<file path="config.mk">
export PLATFORM = sky130hd
export DESIGN_NAME = input_port_unit
export DESIGN_NICKNAME = d
export VERILOG_FILES = /design/src/rtl/input_port_unit_pkg.sv /design/src/rtl/input_port_unit_fifo.sv /design/src/rtl/input_port_unit.sv
export SDC_FILE = /design/constraint.sdc
export NUM_CORES = 1
export LEC_CHECK = 0
export BUFFER_PORTS_ARGS = -buffer_cell sky130_fd_sc_hd__buf_2
export CAP_MARGIN = 15
export CORE_ASPECT_RATIO = 1.4
export CORE_MARGIN = 2
export CORE_UTILIZATION = 55
export DETAILED_ROUTE_END_ITERATION = 10
export PLACE_DENSITY = 0.75
export SYNTH_ARGS = -nofsm -noshare
export SYNTH_HDL_FRONTEND = slang
export SYNTH_SLANG_ARGS = --single-unit
</file>
<file path="constraint.sdc">
create_clock -name clk -period 3.58 [get_ports clk]
set_input_delay 0.537 -clock clk [delete_from_list [all_inputs] [get_ports clk]]
set_output_delay 0.537 -clock clk [all_outputs]
set_load 0.05 [all_outputs]
</file>
<file path="src/rtl/input_port_unit_pkg.sv">
// Shared NoC router types: port directions, flit layout, VC states and XY routing.
package params_noc;

  localparam int unsigned in_Port_Cnt = 5;
  localparam int unsigned VC_NUM      = 4;
  localparam int unsigned VC_W        = $clog2(VC_NUM);

  typedef enum logic [2:0] {LOCAL, NORTH, SOUTH, EAST, WEST} inout_Port;

  typedef struct packed {
    logic            head;
    logic            tail;
    logic [VC_W-1:0] vc_id;
    logic [3:0]      dest_x;
    logic [3:0]      dest_y;
    logic [31:0]     payload;
  } flit_t;

  typedef enum logic [1:0] {IDLE, ROUTING, ACTIVE} vc_state_t;

  // Dimension-ordered routing: resolve X fully before Y.
  function automatic inout_Port xy_route(input logic [3:0] dest_x, input logic [3:0] dest_y,
                                         input logic [3:0] cur_x,  input logic [3:0] cur_y);
    if (dest_x > cur_x)      return EAST;
    else if (dest_x < cur_x) return WEST;
    else if (dest_y > cur_y) return NORTH;
    else if (dest_y < cur_y) return SOUTH;
    return LOCAL;
  endfunction

endpackage

</file>
<file path="src/rtl/input_port_unit_fifo.sv">
// Per-VC flit FIFO; push on full and pop on empty are ignored.
module vc_fifo
  import params_noc::*;
#(
    parameter int unsigned buf_Depth = 4,
    localparam int unsigned AW = $clog2(buf_Depth),
    localparam int unsigned CW = $clog2(buf_Depth + 1)
) (
    input  logic          clk,
    input  logic          rst_n,
    input  logic          push_i,
    input  logic          pop_i,
    input  flit_t         data_i,
    output flit_t         front_o,
    output logic          empty_o,
    output logic          full_o,
    output logic [CW-1:0] count_o
);

    flit_t         mem_q [buf_Depth];
    logic [AW-1:0] rd_q, rd_d, wr_q, wr_d;
    logic [CW-1:0] count_q, count_d;
    logic          do_push, do_pop;

    assign empty_o = (count_q == '0);
    assign full_o  = (count_q == CW'(buf_Depth));
    assign count_o = count_q;
    assign front_o = mem_q[rd_q];

    always_comb begin
        do_push = push_i && !full_o;
        do_pop  = pop_i && !empty_o;
        // Depth is a power of two, so pointer overflow is the wrap.
        rd_d    = do_pop  ? rd_q + AW'(1) : rd_q;
        wr_d    = do_push ? wr_q + AW'(1) : wr_q;
        count_d = count_q + CW'(do_push) - CW'(do_pop);
    end

    always_ff @(posedge clk or negedge rst_n) begin
        if (!rst_n) begin
            rd_q    <= '0;
            wr_q    <= '0;
            count_q <= '0;
        end else begin
            rd_q    <= rd_d;
            wr_q    <= wr_d;
            count_q <= count_d;
        end
    end

    always_ff @(posedge clk) begin
        if (do_push) mem_q[wr_q] <= data_i;
    end

endmodule

</file>
<file path="src/rtl/input_port_unit.sv">
// Router input port: per-VC buffering, XY route per packet, allocator request/grant and credit return.
module input_port_unit
  import params_noc::*;
#(
    parameter int unsigned vc_Num    = 4,
    parameter int unsigned buf_Depth = 4,
    parameter int          x_Cur     = 0,
    parameter int          y_Cur     = 0
) (
    input  logic                         clk,
    input  logic                         rst_n,
    input  flit_t                        data_i,
    input  logic                         valid_i,
    output logic      [vc_Num-1:0]       request_o,
    output inout_Port [vc_Num-1:0]       out_port_o,
    input  logic      [vc_Num-1:0]       grant_i,
    output flit_t                        flit_o,
    output logic                         valid_o,
    output logic      [vc_Num-1:0]       credit_o,
    output logic                         overflow_o
);

    localparam int unsigned CW    = $clog2(buf_Depth + 1);
    localparam logic [3:0]  X_CUR = 4'(x_Cur);
    localparam logic [3:0]  Y_CUR = 4'(y_Cur);

    vc_state_t              state_q [vc_Num];
    inout_Port [vc_Num-1:0] port_q;
    flit_t                  flit_q, flit_d;
    logic                   valid_q, ovf_q, ovf_set;
    logic      [vc_Num-1:0] credit_q;

    flit_t                  front [vc_Num];
    logic      [CW-1:0]     count [vc_Num];
    logic      [vc_Num-1:0] empty, full, push, pop, err_pop, gnt_pop, req_gnt;

    for (genvar g = 0; g < vc_Num; g++) begin : g_vc
        vc_fifo #(.buf_Depth(buf_Depth)) u_fifo (
            .clk    (clk),
            .rst_n  (rst_n),
            .push_i (push[g]),
            .pop_i  (pop[g]),
            .data_i (data_i),
            .front_o(front[g]),
            .empty_o(empty[g]),
            .full_o (full[g]),
            .count_o(count[g])
        );
    end

    always_comb begin
        request_o = '0;
        err_pop   = '0;
        push      = '0;
        ovf_set   = 1'b0;
        flit_d    = '0;
        for (int unsigned v = 0; v < vc_Num; v++) begin
            request_o[v] = (state_q[v] == ACTIVE) && (count[v] != '0);
            err_pop[v]   = (state_q[v] == IDLE) && !empty[v] && !front[v].head;
            if (valid_i && data_i.vc_id == VC_W'(v)) begin
                if (full[v]) ovf_set = 1'b1;
                else         push[v] = 1'b1;
            end
        end
        // Isolate the lowest requesting-and-granted VC (two's complement trick).
        req_gnt = grant_i & request_o;
        gnt_pop = req_gnt & (-req_gnt);
        pop     = gnt_pop | err_pop;
        if (|err_pop) ovf_set = 1'b1;
        for (int unsigned v = 0; v < vc_Num; v++) begin
            if (gnt_pop[v]) flit_d = front[v];
        end
    end

    always_ff @(posedge clk or negedge rst_n) begin
        if (!rst_n) begin
            for (int unsigned v = 0; v < vc_Num; v++) begin
                state_q[v] <= IDLE;
                port_q[v]  <= LOCAL;
            end
            flit_q   <= '0;
            valid_q  <= 1'b0;
            credit_q <= '0;
            ovf_q    <= 1'b0;
        end else begin
            valid_q  <= |gnt_pop;
            credit_q <= pop;
            if (|gnt_pop) flit_q <= flit_d;
            if (ovf_set)  ovf_q  <= 1'b1;
            for (int unsigned v = 0; v < vc_Num; v++) begin
                case (state_q[v])
                    // A head landing in an empty FIFO starts routing immediately.
                    IDLE: if ((!empty[v] && front[v].head) ||
                              (empty[v] && push[v] && data_i.head)) state_q[v] <= ROUTING;
                    ROUTING: begin
                        port_q[v]  <= xy_route(front[v].dest_x, front[v].dest_y, X_CUR, Y_CUR);
                        state_q[v] <= ACTIVE;
                    end
                    ACTIVE: if (gnt_pop[v] && front[v].tail) state_q[v] <= IDLE;
                    default: state_q[v] <= IDLE;
                endcase
            end
        end
    end

    assign out_port_o = port_q;
    assign flit_o     = flit_q;
    assign valid_o    = valid_q;
    assign credit_o   = credit_q;
    assign overflow_o = ovf_q;

endmodule

</file>
* Word-level counts from Yosys, hierarchy flattened
Memories as Yosys holds them, arrays and structs flattened.
Cells that the tools add are included.
** Operators by class
- Add/subtract/negate cells :: 17
- $mul :: 0
- Divide/modulo/power cells :: 0
- Magnitude comparators :: 16
- Equality and inequality tests :: 23
- Shifts and indexed selects :: 0
- Muxes and demuxes :: 81
- Bitwise gates (word level) :: 3
- Reductions and logical operators :: 75
** Operators with widths (count)
- $mux 44 :: 4
- $mux 3 :: 20
- $mux 1 :: 45
- $logic_and 1x1->1 :: 40
- $gt 4x1->1 const B :: 8
- $lt 4x1->1 const B :: 8
- $pmux 2 s3 :: 4
- $add 2x1->2 const B :: 8
- $mux 2 :: 8
- $ne 2x1->1 const B :: 8
- $add 3x1->3 :: 4
- $eq 2x2->1 const B :: 6
- $eq 3x3->1 const B :: 4
- $logic_not 1->1 :: 12
- $logic_not 3->1 :: 4
- $reduce_bool 3->1 :: 4
- $sub 3x1->3 :: 4
- $eq 2x1->1 const B :: 5
- $logic_not 2->1 :: 5
- $and 4x4->4 :: 2
- $reduce_and 2->1 :: 4
- $reduce_or 4->1 :: 2
- $logic_or 1x1->1 :: 4
- $neg 4->4 :: 1
- $or 4x4->4 :: 1
** Word-level totals
- Register bits :: 98
- Bits in latches :: 0
- Memory bits (writable) :: 704
- Memory bits (read-only) :: 0
- Input bits :: 51
- Output and inout bits :: 66
- Logic and storage cells :: 248
- Memories :: 4
** Memories
- g_vc[0].u_fifo.mem_q :: words 4, width 44, read ports 1, clocked after memory_dff 0, wr ports 1, RTL line input_port_unit_fifo.sv:20 : flit_t mem_q [buf_Depth];
- g_vc[1].u_fifo.mem_q :: words 4, width 44, read ports 1, clocked after memory_dff 0, wr ports 1, RTL line input_port_unit_fifo.sv:20
- g_vc[2].u_fifo.mem_q :: words 4, width 44, read ports 1, clocked after memory_dff 0, wr ports 1, RTL line input_port_unit_fifo.sv:20
- g_vc[3].u_fifo.mem_q :: words 4, width 44, read ports 1, clocked after memory_dff 0, wr ports 1, RTL line input_port_unit_fifo.sv:20

* Longest topological paths before layout
Gate-level depths: netlist of the first run.
- Depth after elaboration :: 10
- Depth in mapped cells :: 13
- Gate-level depth less buffers :: 11

* Cells and area by module
From an unflattened synthesis of the first run, not the netlist that was laid out.
** Unflattened totals
- Cell total of the unflattened synthesis :: 1519
- Area total of the unflattened synthesis :: 31550.3 um^2
** By module, submodules not included
- vc_fifo (g_vc[0].u_fifo ...) :: instances 3, cells an instance 271, area an instance 6877.8 um^2
- vc_fifo (g_vc[3].u_fifo) :: instances 1, cells an instance 272, area an instance 6882.9 um^2
- input_port_unit :: instances 1, cells an instance 434, area an instance 4033.9 um^2

* Worst setup path before layout of the first run
No wires, ideal clock.
- Path type :: register to register
- Start :: reg g_vc[3].u_fifo.count_q[1]
- End :: reg g_vc[3].u_fifo.count_q[2]
- Library setup time :: 0.125 ns
- Arrival :: 2.840 ns
- Data required time :: 3.455 ns
- Slack :: 0.615 ns
- Stages on the path, launching flop included :: 13
- Buffers on the path :: 1
- Period minus slack after synthesis :: 2.965 ns
- Cells stage by stage :: dfrtp_1 -> or3_1 -> and3_1 -> and4_1 -> buf_2 -> or2_2 -> ha_1 -> inv_1 -> ha_1 -> inv_1 -> fa_1 -> xnor2_1 -> xnor2_1
** Between the ends
- Longest elaborated chain between the ends :: 8
- Elaborated cells between the ends (all ways) :: 18
- Those cells by class :: 3 x add/sub; 1 x eq/ne; 2 x mux; 3 x bitwise; 9 x reduce/logical
** RTL lines
- start, declared :: RTL line input_port_unit_fifo.sv:22 : logic [CW-1:0] count_q, count_d;
- start signal, assigned :: RTL line input_port_unit_fifo.sv:47 : count_q <= count_d;
- $reduce_bool 3->1 :: RTL line input_port_unit.sv:58 : request_o[v] = (state_q[v] == ACTIVE) && (count[v] != '0);
- $logic_and 1x1->1 :: RTL line input_port_unit.sv:58
- $and 4x4->4 :: RTL line input_port_unit.sv:66 : req_gnt = grant_i & request_o;
- $neg 4->4 :: RTL line input_port_unit.sv:67 : gnt_pop = req_gnt & (-req_gnt);
- $and 4x4->4 :: RTL line input_port_unit.sv:67
- $or 4x4->4 :: RTL line input_port_unit.sv:68 : pop = gnt_pop | err_pop;
- $logic_and 1x1->1 (*) :: RTL line input_port_unit_fifo.sv:32 : do_pop = pop_i && !empty_o;
- net g_vc[3].u_fifo.do_pop :: RTL line input_port_unit_fifo.sv:23 : logic do_push, do_pop;
- $sub 3x1->3 (*) :: RTL line input_port_unit_fifo.sv:36 : count_d = count_q + CW'(do_push) - CW'(do_pop);
- net g_vc[3].u_fifo.count_d[2] :: RTL line input_port_unit_fifo.sv:22
Mark *: on every way through the listed nets, which the timed path passes. The rest lies on a longest branch.
A chain may end at the register's enable or synchronous reset.

* Final worst setup path of the first run
Same ends and word-level chain as after synthesis.

==> qor.csv, run 1 <==
stage,metric,value,unit
cts,cts_tree,built,
run,cap_violations,0,
route,antenna_left,0,
logic_synthesis,syn_avg_cell_area,21.21,µm²
grt,track_usage,25.36,%
grt,grt-ovfl-total,0,
timing,holdWs,-0.001692,ns
cts,cts.path.max_buffers,3,
logic_synthesis,synth_edf_count,704,
cells_and_area,final_nets,1677,
floorplanning,row_count,102,
timing,rsz0062_at_grt,false,
grt,grt_pass1_vias,16090,
run_status,status,finished with violations,
timing,skew,0.02164,ns
cts,cts_sinks,798,
timing,fin_setup_tns,0,ns
pwr,p_per_area,805.0,nW/µm²
cts,insertion_delay,0.63,ns
route,drtIter0Drc,1816,
grt,grt_first_pass_wirelength,104100,µm
cells_and_area,area.growth.synth_to_final,13.14,%
cts,h-tree-depth,3,
cells_and_area,fillCellCount,3622,
timing,fin_crit,3.076,ns
logic_synthesis,synth_top_cell_by_area,edfxtp_1,
logic_synthesis,async_flop_share,11.78,%
placement,gp_congestion,0.8622,
floorplanning,die_x,202.9,µm
worst_setup_path,cp_data_required_time,4.12,ns
logic_synthesis,synthTopCellsByArea,"edfxtp_1 (69%), mux4_2 (13%), dfrtp_1 (7.7%)",
logic_synthesis,syn_area,30470,µm²
cts,clk_pin_slew_worst_paths,0.07,ns
grt,antenna_found_initial,4,
timing,period_share,85.92,%
logic_synthesis,synth_ff_type,edfxtp_1,
floorplanning,start_util,55.40,%
worst_setup_path,worstSetupEndpointType,register,
timing,clock.fmax,325.1,MHz
min_path,hold_path_class,in -> async,
worst_setup_path,critPathArrivalTime,3.61,ns
placement,dpl.hpwl,37300,µm
logic_synthesis,ys_ff_latch,798,
floorplanning,ios,117,
cts,cts_setup_buffers,0,
timing,finalMaxSlewViolations,0,
grt,grt_max_degree,54,
worst_setup_path,critPathKind,reg -> reg,
timing,tightest_slew,1.078,ns
cts,cts.repair.resized,0,
cts,cts-root-buf,clkbuf_16,
route,routed_via_density,6.358,
cells_and_area,drive_gt1_share,28.73,%
cells_and_area,finalCoreUtilization,62.68,%
timing,finalSetupViolations,0,
floorplanning,coreArea,55010,µm²
route,wl_per_cell,29.57,µm
route,drc,0,
pwr,leakage,11.46,nW
logic_synthesis,yosysWarnings,0,
timing,finalHoldViolCount,1,
worst_setup_path,critPathMaxFanout,5,
logic_synthesis,ys_seq_area_share,77.09,%
floorplanning,dieArea,57330,µm²
floorplanning,die-height,282.5,µm
placement,port-buffer-count,112,
route,drt_wl_total,70580,µm
logic_synthesis,netlist.area_leader.share,69.37,%
logic_synthesis,syn_inst,1437,
logic_synthesis,synthDistinctLibCells,53,
route,firstDrtPassIters,5,
pwr,irDropWorstVdd,0.0005263,V
cts,holdBufCountCts,0,
run_status,violations,negative hold slack,
route,via_count,15180,
worst_setup_path,r2r_slack,0.50,ns
cts,cts_buffers,72,
worst_setup_path,cp-start-kind,register,
timing,slew_headroom,28.16,%
-- critical path, stage by stage (launching register included) --
cell,delay [ns]
dfrtp_1,0.44
or3_1,0.43
and3_1,0.25
and4_2,0.26
or2_2,0.32
ha_1,0.30
inv_1,0.07
ha_1,0.13
inv_1,0.05
fa_1,0.41
xnor2_1,0.18
xnor2_1,0.15
-- layer usage --
| layer | wire (µm) | vias up | track usage [%] | share of wire [%] |
|---|---|---|---|---|
| met4 | 2358 | 4 | 10.76 | 3.3 |
| met3 | 5455 | 145 | 4.482 | 7.7 |
| met1 | 25980 | 8018 | 32.16 | 37 |
| met5 | 31 | - | 0 | 0.044 |
| li1 | - | 6247 | - | - |
| met2 | 36750 | 762 | 43.61 | 52 |
-- flip-flops by register name, summed over array words and instances (netlist names) --
signal and count:
out_port_o 8, overflow_o 1, g_vc.u_fifo.mem_q 704, credit_o 4, g_vc.u_fifo.wr_q 8, flit_o 44
state_q 8, g_vc.u_fifo.rd_q 8, g_vc.u_fifo.count_o 12, valid_o 1
-- path summary, 6_finish.rpt --
kind,start,endpoint,depth (start not counted)
min reg2reg,state_q[4],state_q[4],1
min in group clk,valid_i,overflow_o,3
min,rst_n,g_vc[0].u_fifo.count_o[1],1
max reg2reg,g_vc[3].u_fifo.count_o[1],g_vc[3].u_fifo.count_o[2],11
max,g_vc[3].u_fifo.count_o[1],g_vc[3].u_fifo.count_o[2],11
max in group asynchronous,rst_n,g_vc[2].u_fifo.count_o[2],2
-- cells in the final DEF (no fill, tap or decap), types with 3 or more instances in the layout --
master,instances
inv_1,25
clkbuf_16,72
o21bai_1,3
dfrtp_2,4
or3_1,4
buf_4,30
buf_12,16
clkinvlp_4,4
or2_2,4
and3_1,3
dfrtp_4,4
a22oi_1,44
clkinv_8,3
nand2b_1,5
dfrtp_1,86
conb_1,4
ha_1,24
nor4_1,10
nand2_1,55
bufinv_16,6
and2_2,16
clkinv_2,12
buf_2,111
edfxtp_1,704
fa_1,4
nor2b_1,6
mux4_2,176
clkbuf_1,17
o21ai_1,10
nor2_1,20
inv_6,4
a31oi_1,5
o21ai_0,39
xnor2_1,15
a21oi_1,9
nor3_1,12
xor2_1,5
clkinv_1,12
a221o_1,42
-- final cells by class --
cell class,count,area [µm²],share of cell area (%)
well taps,728,910.9,2.642
clock buffers,90,1879,5.451
clock inverters,43,416.7,1.208
multi-input cells,543,6556,19.02
inverters,26,97.59,0.2830
repair buffers,157,1101,3.193
diodes,2,5.005,0.01452
flip-flops and latches,798,23510,68.19
-- Yosys cell counts (all sizes together), types with 6 or more instances --
library cell and n:
xnor2 15, inv 26, a31oi 6, a22oi 44
o21ai 50, mux4 176, nand2 55, nor3 12
and2 19, nor4 11, ha 24, clkbuf 38
dfrtp 94, nor2 20, nor2b 6, a221o 42
a21oi 9, buf 35, edfxtp 704
-- stage by stage --
stage / power (mW) / setup WS, ns / instance area [µm²] / hold slack [ns] / cells
after floorplan: 17.80 / 0.6154 / 30490 / 0.2414 / 1440
after global placement: 20.09 / 0.5874 / 32180 / 0.4490 / 2252
after detailed placement: 20.33 / 0.5907 / 32180 / 0.4668 / 2252
after CTS: 27.93 / 0.5196 / 34470 / 0.03200 / 2385
after global routing: 28.77 / 0.3141 / 34480 / 0.05909 / 2387
final: 27.76 / 0.5040 / 34480 / -0.001692 / 2387
-- cells by family after synthesis --
group	share of synthesized area, %
buf+inv	1.519
compound gates	3.942
fa+ha+maj	1.248
simple gates	2.574
other cells	0.01231
xor+xnor	0.5748
mux	13.04
flops	77.09
-- power by group --
| group | internal [mW] | leakage (nW) | switching [mW] |
|---|---|---|---|
| Clock | 4.21 | 1.11 | 3.36 |
| Combinational | 3.29 | 2.88 | 5.14 |
| Sequential | 11.2 | 7.46 | 0.609 |
| Total | 18.7 | 11.5 | 9.10 |
(Power assumes the default switching activity.)
==> run 2, diff against run 1 <==
--- a/config.mk
+++ b/config.mk
@@ -14,4 +14,5 @@
 export PLACE_DENSITY = 0.75
 export SYNTH_ARGS = -nofsm -noshare
 export SYNTH_HDL_FRONTEND = slang
+export SYNTH_HIERARCHICAL = 1
 export SYNTH_SLANG_ARGS = --single-unit
==> qor.csv, run 2 <==
stage,metric,value,unit
floorplanning,die_x,206.4,µm
logic_synthesis,syn_inst,1519,
timing,clock.fmax,312.1,MHz
logic_synthesis,yosys.cell_count.top_type,edfxtp_1,
route,drt_wl_total,75320,µm
logic_synthesis,syn_area,31550,µm²
cells_and_area,area.growth.synth_to_final,12.59,%
placement,dpl.hpwl,41940,µm
floorplanning,dieArea,59320,µm²
worst_setup_path,r2r_slack,0.38,ns
pwr,p_per_area,823.0,nW/µm²
logic_synthesis,ys_seq_area_share,74.46,%
cells_and_area,fin_cells,2483,
logic_synthesis,netlist.area_leader.share,67.01,%
min_path,hold_path_class,in -> async,
floorplanning,row_count,103,
worst_setup_path,critPathArrivalTime,3.74,ns
route,drtIter0Drc,1990,
cells_and_area,drive_gt1_share,28.16,%
worst_setup_path,worstSetupEndpointType,register,
timing,tightest_slew,1.026,ns
grt,grt-ovfl-total,0,
pwr,irDropWorstVdd,0.0005141,V
cells_and_area,finalCoreUtilization,62.79,%
worst_setup_path,timing.rr.end,g_vc[2].u_fifo/count_o[2],
timing,skew,0.02084,ns
route,antenna_left,0,
timing,fin_crit,3.204,ns
cts,cts.path.max_buffers,3,
timing,fin_setup_tns,0,ns
floorplanning,coreArea,56580,µm²
cells_and_area,fillCellCount,3710,
floorplanning,start_util,55.77,%
timing,finalSetupViolations,0,
cells_and_area,regMostFlops,g_vc.u_fifo/mem_q,
cts,cts_setup_buffers,0,
worst_setup_path,rr_worst_depth,12,
timing,rsz0062_at_grt,false,
logic_synthesis,async_flop_share,11.78,%
logic_synthesis,synthTopCellsByArea,"edfxtp_1 (67%), mux4_2 (11%), dfrtp_1 (7.5%)",
timing,period_share,89.50,%
route,via_count,16350,
cts,holdBufCountCts,0,
worst_setup_path,critPathKind,reg -> reg,
logic_synthesis,synthDistinctLibCells,63,
grt,antenna_found_initial,4,
placement,post-place-cells,2348,
cts,clk_pin_slew_worst_paths,0.06,ns
logic_synthesis,ys_top_cells_by_count,"edfxtp_1 (704), mux4_2 (152), dfrtp_1 (94)",
floorplanning,ios,117,
cells_and_area,final_cell_mix,"edfxtp_1 (704), mux4_2 (152), buf_2 (111), dfrtp_1 (86), clkbuf_16 (75)",
cts,cts.repair.resized,0,
logic_synthesis,synth_edf_count,704,
cts,cts_tree,built,
logic_synthesis,syn_avg_cell_area,20.77,µm²
placement,port-buffer-count,112,
timing,finalMaxSlewViolations,0,
run_status,status,finished clean,
grt,grt_first_pass_wirelength,111200,µm
grt,grt_pass1_vias,17270,
grt,grt_max_degree,63,
route,wl_per_cell,30.33,µm
cts,cts_sinks,798,
cts,insertion_delay,0.62,ns
cts,h-tree-depth,3,
logic_synthesis,synth_ff_type,edfxtp_1,
worst_setup_path,cp-start-kind,register,
run,cap_violations,0,
cts,cts_buffers,73,
floorplanning,die-height,287.4,µm
logic_synthesis,synth_top_cell_by_area,edfxtp_1,
pwr,leakage,11.87,nW
cells_and_area,final_nets,1767,
pwr,power,29.24,mW
worst_setup_path,r2r_start,g_vc[2].u_fifo/rd_q[0],
logic_synthesis,yosysWarnings,6,
placement,gp_congestion,0.8333,
route,firstDrtPassIters,5,
worst_setup_path,cp_data_required_time,4.11,ns
timing,finalHoldViolCount,0,
worst_setup_path,critPathMaxFanout,3,
cts,cts-root-buf,clkbuf_16,
cells_and_area,final_common_cell,edfxtp_1,
timing,slew_headroom,31.62,%
route,routed_via_density,6.586,
logic_synthesis,ys_ff_latch,798,
cells_and_area,largest_reg_flops,704,
route,drc,0,
grt,track_usage,26.27,%
==> run 2: worst max path at each step <==
stage | startpoint | endpoint | cells after the start
after floorplan | g_vc[2].u_fifo/rd_q[0] | g_vc[2].u_fifo/count_o[2] | 13
after CTS | g_vc[2].u_fifo/rd_q[0] | g_vc[2].u_fifo/count_o[2] | 12
after global placement | g_vc[2].u_fifo/rd_q[0] | g_vc[2].u_fifo/count_o[2] | 12
after global routing | g_vc[2].u_fifo/rd_q[0] | g_vc[2].u_fifo/count_o[2] | 12
after detailed placement | g_vc[2].u_fifo/rd_q[0] | g_vc[2].u_fifo/count_o[2] | 12
final | g_vc[2].u_fifo/rd_q[0] | g_vc[2].u_fifo/count_o[2] | 12
==> run 2: final cells by class <==
| type | instances | area [µm²] | area share [%] |
|---|---|---|---|
| diodes | 1 | 2.502 | 0.007044 |
| clock buffers | 100 | 2021 | 5.688 |
| clock inverters | 34 | 370.4 | 1.043 |
| inverters | 24 | 90.09 | 0.2536 |
| multi-input cells | 618 | 7373 | 20.76 |
| flip-flops and latches | 798 | 23510 | 66.19 |
| well taps | 735 | 919.6 | 2.589 |
| repair buffers | 173 | 1234 | 3.473 |
==> run 2: per-stage QoR <==
stage	area, µm²	hold slack [ns]	worst slack (ns)
2_1_floorplan	31560	0.2414	0.5493
3_3_place_gp	33130	0.4566	0.5163
3_5_place_dp	33130	0.4707	0.4527
4_1_cts	35520	0.05770	0.3935
5_1_grt	35520	0.09649	0.2386
6_report	35520	0.03648	0.3759
==> run 2: logic make-up (layout without fill, tap and decap cells) <==
family                   after synthesis  in the layout  share of synthesized area (%)
multiplexers                         177            177                          12.88
AND/OR/NAND/NOR                      257            257                          4.803
AO/OA/AOI/OAI                        136            136                          3.760
flip-flops                           798            798                          74.46
buffers and inverters                106            331                          2.435
adder cells (fa/ha/maj)               28             28                          1.206
other                                  1              5                        0.01189
XOR/XNOR                              16             16                         0.4442
==> run 2: per-layer routing <==
| metal | wire length (µm) | global-route usage [%] | up-vias |
|---|---|---|---|
| li1 | - | - | 6704 |
| met4 | 2928 | 11.71 | 6 |
| met5 | 37 | 0 | - |
| met1 | 27940 | 34.71 | 8568 |
| met2 | 38050 | 43.30 | 893 |
| met3 | 6362 | 4.365 | 182 |
==> run 2: report_power, final <==
part / leakage (nW) / switching (mW) / internal (mW)
registers: 7.45 / 0.723 / 11.2
clock network: 1.14 / 3.32 / 4.49
logic: 3.28 / 5.93 / 3.57
total: 11.9 / 9.97 / 19.3
==> run 2: worst max-delay path, stage by stage (launching register included) <==
cell and delay [ns]:
dfrtp_4 0.41, mux4_1 0.60, or4_1 0.45, o21ai_0 0.16
o31ai_1 0.18, inv_1 0.09, ha_1 0.22, inv_1 0.07
ha_1 0.14, inv_1 0.06, fa_1 0.40, xnor2_1 0.22
xnor2_1 0.14
==> run 3, diff against run 2 <==
--- a/config.mk
+++ b/config.mk
@@ -7,7 +7,7 @@
 export LEC_CHECK = 0
 export BUFFER_PORTS_ARGS = -buffer_cell sky130_fd_sc_hd__buf_2
 export CAP_MARGIN = 15
-export CORE_ASPECT_RATIO = 1.4
+export CORE_ASPECT_RATIO = 0.5
 export CORE_MARGIN = 2
 export CORE_UTILIZATION = 55
 export DETAILED_ROUTE_END_ITERATION = 10
==> qor.csv, run 3 (synthesis results as in run 2) <==
stage,metric,value,unit
worst_setup_path,critPathMaxFanout,3,
worst_setup_path,critPathKind,reg -> reg,
cells_and_area,design_area,35390,µm²
cts,cts_buffers,69,
timing,holdWs,0.03156,ns
floorplanning,row_count,62,
grt,grt_first_pass_wirelength,111500,µm
pwr,p_comb_share,32.7,%
worst_setup_path,critPathArrivalTime,3.73,ns
timing,rsz0062_at_grt,false,
worst_setup_path,endpoint,g_vc[2].u_fifo/count_o[2],
pwr,p_sw_share,34.16,%
cells_and_area,final_nets,1762,
grt,track_usage,25.92,%
timing,finalMaxSlewViolations,0,
run_status,status,finished clean,
cts,cts.repair.resized,0,
worst_setup_path,worstPathCellList,"mux4_1, or4_1, o21ai_0, o31ai_1, inv_1, ha_1, inv_1, ha_1, inv_1, fa_1, xnor2_1, xnor2_1",
timing,clock.fmax,306.6,MHz
floorplanning,ios,117,
cells_and_area,fillCellCount,3777,
pwr,power,28.81,mW
route,routed_via_density,6.540,
cts,cts_setup_buffers,0,
cts,h-tree-depth,3,
placement,gp_congestion,0.8555,
cts,holdBufCountCts,0,
worst_setup_path,cp.depth,12,
run,cap_violations,0,
timing,fin_crit,3.262,ns
cts,cts_tree,built,
worst_setup_path,cp_data_required_time,4.05,ns
pwr,p_switching,9.841,mW
worst_setup_path,critPathTopFamily,adder cells,
cells_and_area,final_common_cell,edfxtp_1,
timing,fin_setup_tns,0,ns
route,drc,0,
pwr,power_frac_clock,26.0,%
route,wl_per_cell,30.02,µm
placement,dpl.hpwl,41170,µm
timing,finalSetupViolations,0,
route,antenna_left,0,
worst_setup_path,path_buf_inv,3,
route,firstDrtPassIters,5,
worst_setup_path,rr_worst_depth,12,
cts,cts.path.max_buffers,3,
worst_setup_path,worstSetupEndpointType,register,
grt,antenna_found_initial,3,
placement,placedInstanceArea,33130,µm²
placement,port-buffer-count,112,
worst_setup_path,cp_common_cell,inv_1,
floorplanning,die-height,173.4,µm
worst_setup_path,r2r_slack,0.32,ns
pwr,irDropWorstVdd,0.0005040,V
worst_setup_path,startpoint,g_vc[2].u_fifo/rd_q[0],
placement,post-place-cells,2380,
timing,finalHoldViolCount,0,
cells_and_area,area.growth.synth_to_final,12.17,%
cells_and_area,fin_cells,2506,
route,drt_wl_total,75220,µm
cts,cts-root-buf,clkbuf_16,
worst_setup_path,cp_slowest_cell,mux4_1,
grt,grt-ovfl-total,0,
pwr,pwr-share-seq,41.4,%
grt,grt_max_degree,63,
cts,cts_sinks,798,
floorplanning,coreArea,57020,µm²
floorplanning,die_x,342.7,µm
pwr,leakage,11.82,nW
worst_setup_path,slowest_delay,0.59,ns
cells_and_area,largest_reg_flops,704,
cts,insertion_delay,0.61,ns
cts,clk_pin_slew_worst_paths,0.07,ns
cells_and_area,regMostFlops,g_vc.u_fifo/mem_q,
pwr,p_per_area,814.0,nW/µm²
floorplanning,start_util,55.33,%
route,drtIter0Drc,2161,
timing,skew,0.03051,ns
timing,period_share,91.12,%
worst_setup_path,cp-start-kind,register,
grt,grt_pass1_vias,16780,
pwr,internal_power,18.97,mW
floorplanning,dieArea,59410,µm²
worst_setup_path,r2r_start,g_vc[2].u_fifo/rd_q[0],
timing,slew_headroom,18.98,%
worst_setup_path,timing.rr.end,g_vc[2].u_fifo/count_o[2],
cells_and_area,final_cell_mix,"edfxtp_1 (704), mux4_2 (152), buf_2 (111), dfrtp_1 (86), clkbuf_16 (72)",
cells_and_area,drive_gt1_share,27.82,%
min_path,hold_path_class,in -> async,
timing,tightest_slew,1.215,ns
route,via_count,16390,
run 3: area by class of cell:
type / count / area, µm² / share of cell area (%)
flip-flops and latches: 798 / 23510 / 66.44
multi-input cells: 618 / 7366 / 20.81
clock buffers: 99 / 1983 / 5.603
repair buffers: 172 / 1201 / 3.394
well taps: 768 / 960.9 / 2.715
clock inverters: 25 / 272.8 / 0.7707
inverters: 24 / 90.09 / 0.2545
diodes: 2 / 5.005 / 0.01414
run 3: power groups by stage:
stage	registers [mW]	logic, mW	clock network, mW
floorplan	13.0	5.97	0
global placement	12.1	9.17	0
CTS	11.9	9.39	7.54
detailed placement	12.1	9.31	0
finish	11.9	9.41	7.48
global route	12.0	10.0	7.91
run 3: how the worst min path moves through the flow:
| stage | end | from | slack (ns) |
|---|---|---|---|
| 2_1_floorplan | credit_o[0] | rst_n | 0.24 |
| 3_3_place_gp | out_port_o[9] | out_port_o[9] | 0.46 |
| 3_5_place_dp | out_port_o[9] | out_port_o[9] | 0.46 |
| 4_1_cts | flit_o[16] | rst_n | 0.03 |
| 5_1_grt | flit_o[16] | rst_n | 0.06 |
| 6_report | valid_o | rst_n | 0.03 |
run 3: metrics by stage:
stage	utilization (%)	worst slack (ns)
2_1_floorplan	-	0.5493
3_3_place_gp	58.11	0.4616
3_5_place_dp	58.11	0.3884
4_1_cts	62.06	0.3688
5_1_grt	62.07	0.08119
6_report	62.07	0.3179
run 3: layer usage:
metal  vias up  GRT usage (%)  wire length (µm)
met5         -              0                 0
met4         0          8.498              2348
met3       170          4.978              6974
met2       905          42.10             36940
met1      8620          35.90             28960
li1       6695              -                 -
